==> config.mk <==
export PLATFORM = sky130hd
export DESIGN_NAME = regfile_dump_reader_flat
export DESIGN_NICKNAME = d
export VERILOG_FILES = /design/src/rtl/regfile_dump_reader_if.sv /design/src/rtl/regfile_dump_reader.sv /design/src/flat_wrapper.sv
export SDC_FILE = /design/constraint.sdc
export NUM_CORES = 1
export LEC_CHECK = 0
export ABC_AREA = 0
export CAP_MARGIN = 20
export CORE_AREA = 2 2 131 133
export CTS_CLUSTER_DIAMETER = 50
export CTS_CLUSTER_SIZE = 30
export DETAILED_ROUTE_END_ITERATION = 8
export DIE_AREA = 0 0 133 135
export PLACE_DENSITY = 0.56
export SYNTH_ARGS = -nofsm -noshare
export SYNTH_HDL_FRONTEND = slang
export SYNTH_SLANG_ARGS = --single-unit
==> constraint.sdc <==
create_clock -name clk -period 2.2 [get_ports clk]
set_input_delay 0.55 -clock clk [delete_from_list [all_inputs] [get_ports clk]]
set_output_delay 0.55 -clock clk [all_outputs]
set_load 0.01 [all_outputs]
==> src/rtl/regfile_dump_reader_if.sv <==
// Bundle of the dump reader's control, register-file read port and output stream.
// master = dump reader side, slave = controller / register file / consumer side.
interface regfile_dump_reader_if #(
  parameter int ADDR_W = 5,
  parameter int DATA_W = 32
);
  logic              start;
  logic [ADDR_W-1:0] first_reg;
  logic [ADDR_W-1:0] last_reg;
  logic              abort;
  logic [ADDR_W-1:0] rd_addr;
  logic [DATA_W-1:0] rd_data;
  logic              out_valid;
  logic              out_ready;
  logic [DATA_W-1:0] out_data;
  logic [ADDR_W-1:0] out_addr;
  logic              out_last;
  logic              busy;
  logic              done;
  logic [DATA_W-1:0] checksum;

  modport master (
    input  start, first_reg, last_reg, abort, rd_data, out_ready,
    output rd_addr, out_valid, out_data, out_addr, out_last, busy, done, checksum
  );

  modport slave (
    output start, first_reg, last_reg, abort, rd_data, out_ready,
    input  rd_addr, out_valid, out_data, out_addr, out_last, busy, done, checksum
  );
endinterface

==> src/rtl/regfile_dump_reader.sv <==
// Walks an inclusive (wrapping) register range through one combinational read port and
// streams snapshots out over valid/ready with address, last flag and a running checksum.
module regfile_dump_reader #(
  parameter int NUM_REGS = 32,
  parameter int ADDR_W   = 5,
  parameter int DATA_W   = 32
) (
  input logic                clk,
  input logic                rst,
  regfile_dump_reader_if.master bus
);

  typedef enum logic [1:0] {
    IDLE  = 2'd0,
    FETCH = 2'd1,
    SEND  = 2'd2,
    DONE  = 2'd3
  } state_t;

  state_t            state_q, state_d;
  logic [ADDR_W-1:0] cur_q, cur_d;
  logic [ADDR_W-1:0] last_q, last_d;
  logic [ADDR_W-1:0] rd_addr_q, rd_addr_d;
  logic [DATA_W-1:0] out_data_q, out_data_d;
  logic [ADDR_W-1:0] out_addr_q, out_addr_d;
  logic              out_last_q, out_last_d;
  logic              out_valid_q, out_valid_d;
  logic              busy_q, busy_d;
  logic              done_q, done_d;
  logic [DATA_W-1:0] checksum_q, checksum_d;
  logic [ADDR_W-1:0] cur_next;

  // Explicit wrap keeps non-power-of-two NUM_REGS correct.
  assign cur_next = (cur_q == ADDR_W'(NUM_REGS - 1)) ? '0 : cur_q + 1'b1;

  always_comb begin
    state_d     = state_q;
    cur_d       = cur_q;
    last_d      = last_q;
    rd_addr_d   = rd_addr_q;
    out_data_d  = out_data_q;
    out_addr_d  = out_addr_q;
    out_last_d  = out_last_q;
    out_valid_d = out_valid_q;
    checksum_d  = checksum_q;

    case (state_q)
      IDLE: begin
        if (bus.start) begin
          cur_d      = bus.first_reg;
          last_d     = bus.last_reg;
          rd_addr_d  = bus.first_reg;
          checksum_d = '0;
          state_d    = FETCH;
        end
      end
      FETCH: begin
        if (bus.abort) begin
          state_d = IDLE;
        end else begin
          out_data_d  = bus.rd_data;
          out_addr_d  = cur_q;
          out_last_d  = (cur_q == last_q);
          out_valid_d = 1'b1;
          state_d     = SEND;
        end
      end
      SEND: begin
        // Abort wins over a handshake in the same cycle: the word is not counted.
        if (bus.abort) begin
          out_valid_d = 1'b0;
          state_d     = IDLE;
        end else if (bus.out_ready) begin
          checksum_d  = checksum_q + out_data_q;
          out_valid_d = 1'b0;
          if (out_last_q) begin
            state_d = DONE;
          end else begin
            cur_d     = cur_next;
            rd_addr_d = cur_next;
            state_d   = FETCH;
          end
        end
      end
      DONE: begin
        state_d = IDLE;
      end
      default: begin
        state_d = IDLE;
      end
    endcase

    busy_d = (state_d == FETCH) || (state_d == SEND);
    done_d = (state_d == DONE);
  end

  always_ff @(posedge clk) begin
    if (rst) begin
      state_q     <= IDLE;
      cur_q       <= '0;
      last_q      <= '0;
      rd_addr_q   <= '0;
      out_data_q  <= '0;
      out_addr_q  <= '0;
      out_last_q  <= 1'b0;
      out_valid_q <= 1'b0;
      busy_q      <= 1'b0;
      done_q      <= 1'b0;
      checksum_q  <= '0;
    end else begin
      state_q     <= state_d;
      cur_q       <= cur_d;
      last_q      <= last_d;
      rd_addr_q   <= rd_addr_d;
      out_data_q  <= out_data_d;
      out_addr_q  <= out_addr_d;
      out_last_q  <= out_last_d;
      out_valid_q <= out_valid_d;
      busy_q      <= busy_d;
      done_q      <= done_d;
      checksum_q  <= checksum_d;
    end
  end

  assign bus.rd_addr   = rd_addr_q;
  assign bus.out_data  = out_data_q;
  assign bus.out_addr  = out_addr_q;
  assign bus.out_last  = out_last_q;
  assign bus.out_valid = out_valid_q;
  assign bus.busy      = busy_q;
  assign bus.done      = done_q;
  assign bus.checksum  = checksum_q;

endmodule

==> src/flat_wrapper.sv <==
// flat-port wrapper written by rule: the top's interface ports become plain ports
module regfile_dump_reader_flat 
#(
  parameter int NUM_REGS = 32,
  parameter int ADDR_W   = 5,
  parameter int DATA_W   = 32
)
  (clk, rst, bus_start, bus_first_reg, bus_last_reg, bus_abort, bus_rd_data, bus_out_ready, bus_rd_addr, bus_out_valid, bus_out_data, bus_out_addr, bus_out_last, bus_busy, bus_done, bus_checksum);
  regfile_dump_reader_if #(.ADDR_W(ADDR_W), .DATA_W(DATA_W)) bus_i ();
  input logic clk;
  input logic rst;
  input wire logic [$bits(bus_i.start)-1:0] bus_start;
  input wire logic [$bits(bus_i.first_reg)-1:0] bus_first_reg;
  input wire logic [$bits(bus_i.last_reg)-1:0] bus_last_reg;
  input wire logic [$bits(bus_i.abort)-1:0] bus_abort;
  input wire logic [$bits(bus_i.rd_data)-1:0] bus_rd_data;
  input wire logic [$bits(bus_i.out_ready)-1:0] bus_out_ready;
  output wire logic [$bits(bus_i.rd_addr)-1:0] bus_rd_addr;
  output wire logic [$bits(bus_i.out_valid)-1:0] bus_out_valid;
  output wire logic [$bits(bus_i.out_data)-1:0] bus_out_data;
  output wire logic [$bits(bus_i.out_addr)-1:0] bus_out_addr;
  output wire logic [$bits(bus_i.out_last)-1:0] bus_out_last;
  output wire logic [$bits(bus_i.busy)-1:0] bus_busy;
  output wire logic [$bits(bus_i.done)-1:0] bus_done;
  output wire logic [$bits(bus_i.checksum)-1:0] bus_checksum;
  assign bus_i.start = bus_start;
  assign bus_i.first_reg = bus_first_reg;
  assign bus_i.last_reg = bus_last_reg;
  assign bus_i.abort = bus_abort;
  assign bus_i.rd_data = bus_rd_data;
  assign bus_i.out_ready = bus_out_ready;
  assign bus_rd_addr = bus_i.rd_addr;
  assign bus_out_valid = bus_i.out_valid;
  assign bus_out_data = bus_i.out_data;
  assign bus_out_addr = bus_i.out_addr;
  assign bus_out_last = bus_i.out_last;
  assign bus_busy = bus_i.busy;
  assign bus_done = bus_i.done;
  assign bus_checksum = bus_i.checksum;
  regfile_dump_reader #(.NUM_REGS(NUM_REGS), .ADDR_W(ADDR_W), .DATA_W(DATA_W)) u_core (.clk(clk), .rst(rst), .bus(bus_i));
endmodule
==> summary.txt <==
Worst-path fanout max - 3
Switching part of the total - 24.39%
Gate power share - 12.9%
CTS max path bufs - 2
Area after DPL - 0.007134 mm^2
Final Power - 3.626 mW
Asr flop ratio synth - 0%
Fillers - 1581
Die area - 0.01796 mm^2
Worst skew pair latency - 350 ps
Final Hold Fails - 0
Net switching power - 0.8842 mW
GRT overflow - 0
Area growth, synth to finish - 59.12%
RSZ-0062 raised after global routing - true
Library cells used by synthesis - 65
Via count - 5145
Syn. warnings - 0
CTS root buf - clkbuf_16
Initial Util - 29.59%
Sink Count - 85
Fmax - 409.1 MHz
Most frequent cells in the layout - 124 x nand2_1, 123 x clkdlybuf4s50_1, 112 x buf_4
Max rail drop VDD - 0.3409 mV
Pwr/cell area - 469.3 mW/mm^2
Reg clk slew, reported paths - 60 ps
# setup viols final - 11
GRT Util Overall - 17.86%
Post-synth EDFFs - 0
Die X - 133 um
IO Port Bufs - 124
Worst slew pin tran - 720.3 ps
Setup CP Type - register to register
Final Non-Filler Cells - 1056
Post-synthesis adder-cell area fraction - 9.175%
Cell taking the most area after synthesis - dfxtp_1
Cell row count - 47
Max-cap violations - 0
Largest family of logic cells by synthesized area - compound AO/OA/AOI/OAI gates
P_leak - 3.222 nW
Pre-Repair DR Iteration Count - 4
Final wirelength - 16110 um
Status - complete, but fails checks
Largest net degree at the start of global routing - 66
Final net count - 913
Failing checks - setup timing
Register share of total power - 44.7%
P_int - 2.742 mW
Core ar. - 0.01641 mm^2
Post-synthesis xor/xnor area fraction - 5.232%
CTS buffer count - 9
Final Max Slew Viols - 0
Layout Utilization - 47.08%
Simple-gate share of the synthesized area - 22.78%
Number of vias per cell - 4.872
Post-synthesis net count - 689
Hold Path Class - register to register
Clk pwr share - 42.3%
# IOs - 125
Syn avg cell area - 7.998 um^2
Synth Register Bits - 85
CTS tree - built
Post-detail-place hpwl - 12150 um
Dpl cells - 1035
Seq/Total Area, Yosys - 35.05%
WL/cell - 15.26 um
Max-slew headroom - 51.98%
Post-synth top area share - 35.05%
H-tree depth - 3
Mux cell area share after synthesis - 0%
Initial DRC count - 230
Critical Path Source Type - register
Initial antenna violation count - 1
Vias in the first global route - 5172
WP data required - 2470 ps
Critical path capture point type - register
WP data arrival - 2710 ps
Synth Area in Compound Gates - 23.66%
Mapped Area - 0.004855 mm^2
Setup TNS - -1813 ps
Antenna-violating nets left - 0
Clock Skew - 7.886 ps
Period utilization - 111.1%
Top cells by area, synth - dfxtp_1 35%, nand2_1 9.6%, ha_1 8.8%, a21oi_1 7.5%, nor2_1 3.2%
Period minus WS final - 2445 ps
Antenna fix cells - 0
Post-Syn Instances - 607
Placer Congestion - 0.8459
DIE HEIGHT - 135 um
Share of cells above drive strength 1 - 24.16%
First-pass GRT wire length - 25790 um
Most common cell after layout, fill and taps aside - nand2_1
Ys flop type - dfxtp_1
Final WS setup - -244.6 ps
Final instance area - 0.007725 mm^2
DRC viols - 0
## layer usage
metal	share of wire (%)	vias to the layer above	wire (um)	GRT usage, %
met5	0.068	-	11	0
met1	47	2433	7522	22.83
li1	-	2588	-	-
met4	1.6	2	258	6.392
met2	48	103	7700	30.31
met3	3.8	19	618	3.153
## power by group through the flow
stage	Combinational [mW]	Sequential [mW]	Clock [mW]
2_1_floorplan	0.184	1.66	0
3_3_place_gp	0.457	1.66	0
3_5_place_dp	0.462	1.66	0
4_1_cts	0.467	1.62	1.58
5_1_grt	0.512	1.63	1.64
6_report	0.469	1.62	1.53
## worst paths after layout
check / start / endpoint / slack (ps) / cells past startpoint
max: u_core.bus.out_data[0] / u_core.bus.checksum[28] / -240 / 11
min: u_core.bus.out_addr[4] / u_core.bus.out_addr[4] / 460 / 2
min reg2reg: u_core.bus.out_addr[4] / u_core.bus.out_addr[4] / 460 / 2
max reg2reg: u_core.bus.out_data[0] / u_core.bus.checksum[28] / -240 / 11
## registers in the layout, indices dropped and copies added (netlist names), 2 cells and up
register,flops
u_core.bus.checksum,32
u_core.bus.out_addr,5
u_core.bus.out_data,32
u_core.bus.rd_addr,5
u_core.last_q,5
u_core.state_q,2
## cells in the mapped netlist (all sizes together), types with 3 or more instances
library cell	n
a211o	3
a211oi	7
a21o	17
a21oi	74
a22oi	12
a311oi	3
a31oi	3
and2	5
and3	8
buf	3
clkbuf	25
dfxtp	85
ha	34
inv	12
nand2	124
nand2b	5
nand3	7
nand4	8
nor2	43
nor2b	10
nor3	9
nor3b	3
o21a	3
o21ai	33
o21bai	6
o31ai	3
or2b	3
or3	4
xnor2	16
xor2	13
## through the flow
| step | hold slack (ps) | setup slack (ps) |
|---|---|---|
| 2_1_floorplan | 447.8 | -101.2 |
| 3_3_place_gp | 448.2 | -218.4 |
| 3_5_place_dp | 449.0 | -256.1 |
| 4_1_cts | 460.8 | -245.3 |
| 5_1_grt | 477.7 | -355.4 |
| 6_report | 459.5 | -244.6 |
## critical path, cell delays in order, from the launching register on
cell and delay [ps]:
dfxtp_2 340, ha_4 160, inv_2 50, fa_2 210
nor2b_2 50, o31a_1 310, a32o_2 320, o2111a_2 310
o2111ai_4 210, a21oi_2 80, o21a_1 180, o31ai_2 170
## kinds of logic after synthesis
| kind of cell | count (synthesis) |
|---|---|
| and+or+nand+nor | 238 |
| AOI/OAI and AO/OA | 180 |
| DFF | 85 |
| buffers and inverters | 40 |
| adders and majority gates | 35 |
| xor gates and xnor gates | 29 |
## layout make-up
cell class	count	area, um^2	area share [%]
repair buffers	241	2160	27.96
flip-flops and latches	85	1713	22.17
inverters	12	45.04	0.5831
multi-input cells	482	3238	41.92
well taps	220	275.3	3.563
clock inverters	4	47.55	0.6155
clock buffers	12	246.5	3.191
## repair_timing
item,4_1_cts,5_1_grt
setup buffers,3,4
setup endpoints to repair,19,27
resized for setup,22,31
hold buffers,0,0
pin swaps,10,19
Power figures use the tool's default switching activity.
